--- src/rtl/led_pattern_ctrl_if.sv ---
// Button inputs and LED bar outputs of the LED pattern controller.
// The master side drives the raw buttons; the slave side is the controller.
interface led_pattern_ctrl_if;
   logic       BUT1;
   logic       BUT2;
   logic [7:0] LED;
   logic [2:0] POS;
   logic [1:0] MODE;

   modport master (output BUT1, BUT2, input LED, POS, MODE);
   modport slave  (input BUT1, BUT2, output LED, POS, MODE);
endinterface

--- src/rtl/led_pattern_ctrl.sv ---
// Two-button LED bar controller: synchronize and debounce the buttons, then run
// a MANUAL / AUTO_UP / AUTO_DOWN / PAUSE machine that moves a one-hot LED.
module led_pattern_ctrl #(
   parameter int CLK_DIV     = 1000000,
   parameter int DEB_SAMPLES = 3,
   parameter int STEP_TICKS  = 25
) (
   input  logic               CLK,
   input  logic               RST_N,
   led_pattern_ctrl_if.slave  io
);
   localparam int CW = (CLK_DIV > 1) ? $clog2(CLK_DIV) : 1;
   localparam int SW = (STEP_TICKS > 1) ? $clog2(STEP_TICKS) : 1;

   typedef enum logic [1:0] {MANUAL = 2'd0, AUTO_UP = 2'd1, AUTO_DOWN = 2'd2, PAUSE = 2'd3} mode_t;

   logic [CW-1:0]                tick_cnt;
   logic                         tick;
   logic [1:0]                   sync1, sync2, deb, deb_q, press, ev;
   logic [1:0][DEB_SAMPLES-1:0]  hist, hist_nxt;
   logic                         chord, in_auto, step;
   logic [SW-1:0]                step_cnt;
   mode_t                        state, state_nxt;
   logic                         dir_up, dir_nxt;
   logic [2:0]                   pos, pos_nxt;
   logic [7:0]                   led;

   assign tick = (tick_cnt == CW'(CLK_DIV - 1));

   always_ff @(posedge CLK) begin
      if (!RST_N) tick_cnt <= '0;
      else        tick_cnt <= tick ? '0 : tick_cnt + CW'(1);
   end

   // Index 0 is BUT1, index 1 is BUT2 throughout.
   always_comb begin
      for (int b = 0; b < 2; b++)
         hist_nxt[b] = DEB_SAMPLES'({hist[b], sync2[b]});
   end

   always_ff @(posedge CLK) begin
      if (!RST_N) begin
         sync1 <= '0;
         sync2 <= '0;
         hist  <= '0;
         deb   <= '0;
         deb_q <= '0;
      end else begin
         sync1 <= {io.BUT2, io.BUT1};
         sync2 <= sync1;
         deb_q <= deb;
         if (tick) begin
            hist <= hist_nxt;
            for (int b = 0; b < 2; b++) begin
               if (&hist_nxt[b])       deb[b] <= 1'b1;
               else if (~|hist_nxt[b]) deb[b] <= 1'b0;
            end
         end
      end
   end

   // A chord swallows both individual presses.
   assign press = deb & ~deb_q;
   assign chord = (&press) | (press[0] & deb[1]) | (press[1] & deb[0]);
   assign ev    = press & {2{~chord}};

   assign in_auto = (state == AUTO_UP) || (state == AUTO_DOWN);
   assign step    = in_auto && tick && (step_cnt == SW'(STEP_TICKS - 1)) && !(|press);

   // Any press in an auto state leaves or re-enters auto, so clearing here
   // guarantees a fresh count on every entry.
   always_ff @(posedge CLK) begin
      if (!RST_N || !in_auto || |press) step_cnt <= '0;
      else if (tick)                    step_cnt <= step ? '0 : step_cnt + SW'(1);
   end

   always_ff @(posedge CLK) begin
      if (!RST_N) begin
         state  <= MANUAL;
         dir_up <= 1'b1;
         pos    <= '0;
         led    <= 8'h01;
      end else begin
         state  <= state_nxt;
         dir_up <= dir_nxt;
         pos    <= pos_nxt;
         led    <= 8'b1 << pos_nxt;
      end
   end

   always_comb begin
      state_nxt = state;
      unique case (state)
         MANUAL:    if (chord) state_nxt = AUTO_UP;
         AUTO_UP:   if (chord) state_nxt = MANUAL;
                    else if (ev[0]) state_nxt = PAUSE;
                    else if (ev[1]) state_nxt = AUTO_DOWN;
         AUTO_DOWN: if (chord) state_nxt = MANUAL;
                    else if (ev[0]) state_nxt = PAUSE;
                    else if (ev[1]) state_nxt = AUTO_UP;
         PAUSE:     if (chord) state_nxt = MANUAL;
                    else if (ev[0]) state_nxt = dir_up ? AUTO_UP : AUTO_DOWN;
                    else if (ev[1]) state_nxt = dir_up ? AUTO_DOWN : AUTO_UP;
         default:   state_nxt = MANUAL;
      endcase
   end

   // Only MANUAL presses and auto steps move the bar; mode changes never do.
   always_comb begin
      pos_nxt = pos;
      dir_nxt = dir_up;
      if (state_nxt == AUTO_UP)        dir_nxt = 1'b1;
      else if (state_nxt == AUTO_DOWN) dir_nxt = 1'b0;
      unique case (state)
         MANUAL:    if (ev[0]) pos_nxt = pos + 3'd1;
                    else if (ev[1]) pos_nxt = pos - 3'd1;
         AUTO_UP:   if (step) pos_nxt = pos + 3'd1;
         AUTO_DOWN: if (step) pos_nxt = pos - 3'd1;
         default:   pos_nxt = pos;
      endcase
   end

   assign io.POS  = pos;
   assign io.LED  = led;
   assign io.MODE = state;
endmodule

--- src/flat_wrapper.sv ---
// flat-port wrapper written by rule: the top's interface ports become plain ports
module led_pattern_ctrl_flat 
#(
   parameter int CLK_DIV     = 1000000,
   parameter int DEB_SAMPLES = 3,
   parameter int STEP_TICKS  = 25
)
  (CLK, RST_N, io_BUT1, io_BUT2, io_LED, io_POS, io_MODE);
  led_pattern_ctrl_if io_i ();
  input  logic CLK;
  input  logic RST_N;
  input wire logic [$bits(io_i.BUT1)-1:0] io_BUT1;
  input wire logic [$bits(io_i.BUT2)-1:0] io_BUT2;
  output wire logic [$bits(io_i.LED)-1:0] io_LED;
  output wire logic [$bits(io_i.POS)-1:0] io_POS;
  output wire logic [$bits(io_i.MODE)-1:0] io_MODE;
  assign io_i.BUT1 = io_BUT1;
  assign io_i.BUT2 = io_BUT2;
  assign io_LED = io_i.LED;
  assign io_POS = io_i.POS;
  assign io_MODE = io_i.MODE;
  led_pattern_ctrl #(.CLK_DIV(CLK_DIV), .DEB_SAMPLES(DEB_SAMPLES), .STEP_TICKS(STEP_TICKS)) u_core (.CLK(CLK), .RST_N(RST_N), .io(io_i));
endmodule
--- config.mk ---
export PLATFORM = sky130hd
export DESIGN_NAME = led_pattern_ctrl_flat
export DESIGN_NICKNAME = d
export VERILOG_FILES = /design/src/rtl/led_pattern_ctrl_if.sv /design/src/rtl/led_pattern_ctrl.sv /design/src/flat_wrapper.sv
export SDC_FILE = /design/constraint.sdc
export NUM_CORES = 1
export LEC_CHECK = 0
export ABC_AREA = 1
export CAP_MARGIN = 10
export CORE_ASPECT_RATIO = 0.9
export CORE_MARGIN = 4
export CORE_UTILIZATION = 58
export CTS_CLUSTER_DIAMETER = 80
export DETAILED_ROUTE_END_ITERATION = 16
export PLACE_DENSITY = 0.75
export REMOVE_ABC_BUFFERS = 1
export SKIP_LAST_GASP = 1
export SLEW_MARGIN = 20
export SYNTH_ARGS = -nofsm -noshare
export SYNTH_HDL_FRONTEND = slang
export SYNTH_SLANG_ARGS = --single-unit
--- constraint.sdc ---
create_clock -name CLK -period 2.4 [get_ports CLK]
set_clock_uncertainty 0.15 [all_clocks]
set_input_delay 0.36 -clock CLK [delete_from_list [all_inputs] [get_ports CLK]]
set_output_delay 0.36 -clock CLK [all_outputs]
set_load 0.03 [all_outputs]
==> results of run 1 <==
==> per-stage QoR <==
stage	instances	utilization	hold WS, ps	worst slack (ps)
floorplan	346	-	240	347
global placement	425	0.674	242	391
detailed placement	425	0.674	250	329
CTS	433	0.695	273	302
global route	433	0.695	303	96.9
finish	433	0.695	274	291
==> layout by cell type, fill, tap and decap left out, types with 3 or more instances in the layout <==
cell type,n
a21oi_1,21
buf_4,3
clkbuf_8,5
clkdlybuf4s50_1,16
dfxtp_1,51
ha_1,9
inv_1,40
inv_2,9
nand2_1,74
nand2_2,8
nand3_1,29
nand3_2,3
nand4_1,8
nor2_1,41
nor2_2,3
nor2_4,4
nor2_8,3
nor3_1,6
o21ai_0,14
xor2_1,5
==> logic make-up (layout without fill, tap and decap cells) <==
kind of cell,after synthesis,after routing,synth area share
AND/OR/NAND/NOR,191,191,0.382
adder cells (fa/ha/maj),9,9,0.0438
XOR/XNOR,7,7,0.0238
AO/OA/AOI/OAI,39,39,0.0779
flip-flops,51,51,0.397
buffers and inverters,51,76,0.0749
==> routing by layer <==
metal	up-vias	share of wire	global-route usage
li1	1161	-	-
met4	0	0.0094	0.0505
met3	6	0.061	0.0458
met5	-	0	0
met2	63	0.44	0.298
met1	991	0.49	0.295
==> area by class of cell <==
cell class,instances,share of cell area
Tap cell,60,0.0258
Clock buffer,5,0.0237
Multi-Input combinational cell,246,0.467
Sequential cell,51,0.351
Timing Repair Buffer,19,0.0628
Clock inverter,3,0.00688
Inverter,49,0.0632
==> worst min-delay path, delay by kind of cell, from the launching register on <==
| family | cells | cell delay (ps) |
|---|---|---|
| and+or+nand+nor | 1 | 40 |
| buffers and inverters | 1 | 40 |
| DFF | 1 | 320 |
==> flip-flops by register name, indices dropped and copies added (netlist names) <==
name	count
u_core.io.MODE	2
u_core.io.POS	3
u_core.io.LED	8
u_core.sync2	2
u_core.hist	4
u_core.deb_q	2
u_core.step_cnt	5
u_core.dir_up	1
u_core.sync1	2
u_core.tick_cnt	20
u_core.deb	2
==> power groups by stage <==
stage               clock network (mW)  logic (mW)  registers [mW]
CTS                              0.493       0.572           0.927
global placement                     0       0.564           0.944
global route                     0.527       0.656           0.935
finish                           0.483       0.575           0.926
detailed placement                   0       0.569           0.946
floorplan                            0       0.350            1.00
==> worst min path at each step <==
| stage | to | cells past startpoint | start | slack (ps) |
|---|---|---|---|---|
| 4_1_cts | u_core.sync2[1]$_SDFF_PN0_ | 2 | u_core.sync1[1]$_SDFF_PN0_ | 270 |
| 3_5_place_dp | u_core.sync2[1]$_SDFF_PN0_ | 2 | u_core.sync1[1]$_SDFF_PN0_ | 250 |
| 3_3_place_gp | u_core.sync2[1]$_SDFF_PN0_ | 2 | u_core.sync1[1]$_SDFF_PN0_ | 240 |
| 6_report | u_core.sync2[1]$_SDFF_PN0_ | 2 | u_core.sync1[1]$_SDFF_PN0_ | 270 |
| 5_1_grt | u_core.sync2[1]$_SDFF_PN0_ | 2 | u_core.sync1[1]$_SDFF_PN0_ | 300 |
| 2_1_floorplan | u_core.sync2[0]$_SDFF_PN0_ | 2 | u_core.sync1[0]$_SDFF_PN0_ | 240 |
==> results.sh, run 1 <==
export IMPL_nets=385
export IMPL_synth_warning_count=0
export IMPL_r2r_start="u_core.io.MODE[0]$_SDFF_PN0_"
export IMPL_synth_seq_cells=51
export IMPL_io_buffers=16
export IMPL_grt_first_pass_wirelength_um=9190
export IMPL_cts_max_level=2
export IMPL_cts_resized=0
export IMPL_fp_row_count=22
export IMPL_wl_per_cell_um=11.8
export IMPL_hold_class="flip-flop to flip-flop"
export IMPL_fillers=383
export IMPL_finalCriticalPeriod_ps=2110
export IMPL_syn_to_final_growth_pct=13.1
export IMPL_synthTopCellsByCount="nand2_1 (74), dfxtp_1 (51), nor2_1 (41), inv_1 (40), nand3_1 (29)"
export IMPL_grt_max_degree=17
export IMPL_ant_nets=0
export IMPL_cts_tree="built"
export IMPL_die_h_um=71.2
export IMPL_drive_above_1_share=0.126
export IMPL_track_usage=0.201
export IMPL_place_congestion=0.949
export IMPL_placed_cell_area_um2=2820
export IMPL_antenna_found_initial=0
export IMPL_hpwlAfterDp_um=3950
export IMPL_initial_core_util=0.615
export IMPL_synth_largest_area_cell="dfxtp_1"
export IMPL_clock_power_share=0.244
export IMPL_synth_area_um2=2570
export IMPL_start_kind="flip-flop"
export IMPL_power_density_nw_per_um2=682
export IMPL_die_area_um2=5560
export IMPL_crit_path_end="u_core.io.LED[7]$_SDFF_PN0_"
export IMPL_crit_chain="inv_1, ha_1, nand3_1, nor2_1, nand3_2, nand3_1, nand3_1, nand2_2, inv_2, nand2_1, nor2_1"
export IMPL_finalSetupTns_ps=0
export IMPL_cp_end_kind="flip-flop"
export IMPL_grt_setup_unrepaired="false"
export IMPL_p_int_mw=1.31
export IMPL_clock_root_buffer="clkbuf_8"
export IMPL_total_power_mw=1.98
export IMPL_dr_total_vias=2221
export IMPL_diodes=0
export IMPL_clock_sinks=51
export IMPL_final_period_utilization=0.879
export IMPL_via_per_inst=5.13
export IMPL_startpoint="u_core.io.MODE[0]$_SDFF_PN0_"
export IMPL_core_area_um2=4180
export IMPL_ff_latch_area_um2=1020
export IMPL_worstReg2RegEnd="u_core.io.LED[7]$_SDFF_PN0_"
export IMPL_path_clk_slew_ps=90
export IMPL_cts_setup_buffers=0
export IMPL_seqPwrFrac=0.467
export IMPL_clk_latency_ps=300
export IMPL_power_switching_share=0.342
export IMPL_r2r_slack_ps=290
export IMPL_synth_edf_count=0
export IMPL_max_freq_ghz=0.474
export IMPL_synth_cell_types=34
export IMPL_r2r_worst_path_cells=11
export IMPL_cap_violations=0
export IMPL_drc=0
export IMPL_ys_seq_area_frac=0.397
export IMPL_drt_pre_antenna_iters=5
export IMPL_multiInputGateArea_um2=1360
export IMPL_status="finished clean"
export IMPL_maxSlewHeadroom=0.758
export IMPL_switchingPower_mw=0.679
export IMPL_slew_viol_final=0
export IMPL_first_iter_violations=157
export IMPL_crit_family="simple AND/OR/NAND/NOR gates"
export IMPL_criticalPathCategory="flip-flop to flip-flop"
export IMPL_comb_power_share=0.290
export IMPL_cpMostUsedCell="nand3_1"
export IMPL_hold_buffers=0
export IMPL_crit_cells=11
export IMPL_syn_avg_cell_area_um2=7.39
export IMPL_yosys_top_cells_area="dfxtp_1 (40%), nand2_1 (11%), nor2_1 (6.0%), inv_1 (5.8%), nand3_1 (5.6%)"
export IMPL_synth_ff_type="dfxtp_1"
export IMPL_die_x_um=78.2
export IMPL_fin_area_um2=2910
export IMPL_wl_um=5100
export IMPL_yosysTopAreaCellShare=0.397
export IMPL_crit_fanout=5
export IMPL_critPathBufInv=2
export IMPL_clock_path_buffers=2
export IMPL_max_stage_delay_ps=420
export IMPL_synth_cells=348
export IMPL_finalSetupViolations=0
export IMPL_critical_path_required_ps=2440
export IMPL_cts_buffers=5
export IMPL_max_vdd_ir_drop_v=0.000528
export IMPL_leakage_nw=1.29
export IMPL_overflow=0
export IMPL_grt_pass1_vias=2032
export IMPL_worst_pin_slew_ps=361
export IMPL_post_synth_top_count_cell="nand2_1"
export IMPL_hold_viol_final=0
export IMPL_cp_arrival_ps=2150
export IMPL_crit_slowest_cell="dfxtp_1"
export IMPL_ioPinCount=17
export IMPL_async_flop_share=0
Power figures use the tool's default switching activity.
==> run 2, diff against run 1 <==
--- a/config.mk
+++ b/config.mk
@@ -7,15 +7,16 @@
 export LEC_CHECK = 0
 export ABC_AREA = 1
 export CAP_MARGIN = 10
+export CELL_PAD_IN_SITES_DETAIL_PLACEMENT = 0
+export CELL_PAD_IN_SITES_GLOBAL_PLACEMENT = 1
 export CORE_ASPECT_RATIO = 0.9
 export CORE_MARGIN = 4
-export CORE_UTILIZATION = 58
+export CORE_UTILIZATION = 43
 export CTS_CLUSTER_DIAMETER = 80
 export DETAILED_ROUTE_END_ITERATION = 16
-export PLACE_DENSITY = 0.75
+export PLACE_DENSITY = 0.76
 export REMOVE_ABC_BUFFERS = 1
 export SKIP_LAST_GASP = 1
-export SLEW_MARGIN = 20
 export SYNTH_ARGS = -nofsm -noshare
 export SYNTH_HDL_FRONTEND = slang
 export SYNTH_SLANG_ARGS = --single-unit
==> run 2 against run 1 <==
Compared with the run above:
- sequential share of layout area shrank 0.46 points
- die area increased by 31%
- worst hold slack improved by 2.8 ps
- global-route usage decreased by 3.7 points
- clock power up 28%
- routed wire length increased by 6.6%
- core utilization is 18 points lower
- sequential power hardly changed
- highest routed layer unchanged
==> results.sh, run 2 (synthesis gave the netlist of run 1 again) <==
export IMPL_dr_total_vias=2163
export IMPL_finalCriticalPeriod_ps=2140
export IMPL_place_congestion=0.799
export IMPL_cts_buffers=5
export IMPL_fillers=572
export IMPL_final_period_utilization=0.890
export IMPL_max_vdd_ir_drop_v=0.000437
export IMPL_hold_start="u_core.sync1[0]$_SDFF_PN0_"
export IMPL_track_usage=0.164
export IMPL_die_h_um=81.4
export IMPL_leakage_nw=1.30
export IMPL_cts_tree="built"
export IMPL_overflow=0
export IMPL_hold_buffers=0
export IMPL_crit_fanout=5
export IMPL_critPathBufInv=2
export IMPL_fp_row_count=26
export IMPL_grt_max_degree=18
export IMPL_use_met3=0.0304
export IMPL_initial_core_util=0.449
export IMPL_finalSetupViolations=0
export IMPL_cts_setup_buffers=0
export IMPL_clock_path_buffers=2
export IMPL_crit_family="simple AND/OR/NAND/NOR gates"
export IMPL_first_iter_violations=132
export IMPL_clock_root_buffer="clkbuf_8"
export IMPL_grt_pass1_vias=2015
export IMPL_startpoint="u_core.io.MODE[0]$_SDFF_PN0_"
export IMPL_clock_sinks=51
export IMPL_die_area_um2=7280
export IMPL_core_area_um2=5730
export IMPL_die_x_um=89.5
export IMPL_max_flop_register="u_core.tick_cnt"
export IMPL_wl_um=5440
export IMPL_drive_above_1_share=0.126
export IMPL_syn_to_final_growth_pct=14.6
export IMPL_largest_register_ffs=20
export IMPL_crit_slowest_cell="dfxtp_1"
export IMPL_hpwlAfterDp_um=4150
export IMPL_finalSetupTns_ps=0
export IMPL_power_density_nw_per_um2=720
export IMPL_path_clk_slew_ps=100
export IMPL_ioPinCount=17
export IMPL_drt_pre_antenna_iters=4
export IMPL_critical_path_required_ps=2460
export IMPL_max_stage_delay_ps=430
export IMPL_met1_usage=0.254
export IMPL_crit_chain="inv_1, ha_1, nand3_1, nor2_1, nand3_2, nand3_1, nand3_1, nand2_2, inv_2, nand2_1, nor2_1"
export IMPL_via_per_inst=4.88
export IMPL_nets=385
export IMPL_drc=0
export IMPL_cap_violations=0
export IMPL_grt_met2_usage=0.230
export IMPL_r2r_start="u_core.io.MODE[0]$_SDFF_PN0_"
export IMPL_grt_first_pass_wirelength_um=9360
export IMPL_grt_setup_unrepaired="false"
export IMPL_ant_nets=0
export IMPL_final_common_cell="nand2_1"
export IMPL_slew_viol_final=0
export IMPL_worst_pin_slew_ps=399
export IMPL_cp_end_kind="flip-flop"
export IMPL_cp_arrival_ps=2190
export IMPL_diodes=0
export IMPL_total_power_mw=2.12
export IMPL_cpMostUsedCell="nand3_1"
export IMPL_io_buffers=16
export IMPL_wl_per_cell_um=12.3
export IMPL_start_kind="flip-flop"
export IMPL_status="finished clean"
export IMPL_hold_class="flip-flop to flip-flop"
export IMPL_busiest_layer="met1"
export IMPL_max_freq_ghz=0.468
export IMPL_cts_resized=0
export IMPL_mostFrequentLayoutCells="nand2_1 (74), dfxtp_1 (51), nor2_1 (41), inv_1 (40), nand3_1 (29)"
export IMPL_hold_viol_final=0
export IMPL_criticalPathCategory="flip-flop to flip-flop"
export IMPL_maxSlewHeadroom=0.734
export IMPL_antenna_found_initial=0
export IMPL_cts_max_level=2
export IMPL_clk_latency_ps=310
[run 2: power breakdown]
group / switching [mW] / internal (mW) / leakage (nW)
Sequential: 0.0365 / 0.889 / 0.413
Clock: 0.303 / 0.314 / 0.0548
Combinational: 0.368 / 0.213 / 0.836
[run 2: layer usage]
layer,vias up,share of wire
met1,967,0.56
met5,-,0
met3,7,0.024
li1,1164,-
met2,25,0.40
met4,0,0.011
[run 2: tightest hold or removal path, stage by stage, from the launching register on]
cell	delay, ps
dfxtp_1	310
nand2_1	50
inv_1	30
[run 2: worst paths after layout]
kind | to | slack, ps | cells past startpoint
setup / recovery | u_core.io.LED[7]$_SDFF_PN0_ | 260 | 11
hold reg to reg | u_core.sync2[0]$_SDFF_PN0_ | 280 | 2
setup reg to reg | u_core.io.LED[7]$_SDFF_PN0_ | 260 | 11
hold / removal | u_core.sync2[0]$_SDFF_PN0_ | 280 | 2
[run 2: final cells by class]
class / count / area, um2 / share of cell area
clock buffers: 5 / 68.8 / 0.0233
inverters: 49 / 184 / 0.0624
multi-input cells: 246 / 1360 / 0.461
well taps: 70 / 87.6 / 0.0297
flip-flops and latches: 51 / 1020 / 0.346
repair buffers: 19 / 183 / 0.0620
clock inverters: 3 / 46.3 / 0.0157
[run 2: per-stage QoR]
| step | utilization | hold slack, ps | instance area, um2 | std cells | setup slack, ps |
|---|---|---|---|---|---|
| after global placement | 0.495 | 248 | 2830 | 435 | 312 |
| after global routing | 0.515 | 294 | 2950 | 443 | 22.8 |
| final | 0.515 | 277 | 2950 | 443 | 265 |
| after detailed placement | 0.495 | 254 | 2830 | 435 | 301 |
| after CTS | 0.515 | 277 | 2950 | 443 | 287 |
| after floorplan | - | 240 | 2560 | 346 | 347 |
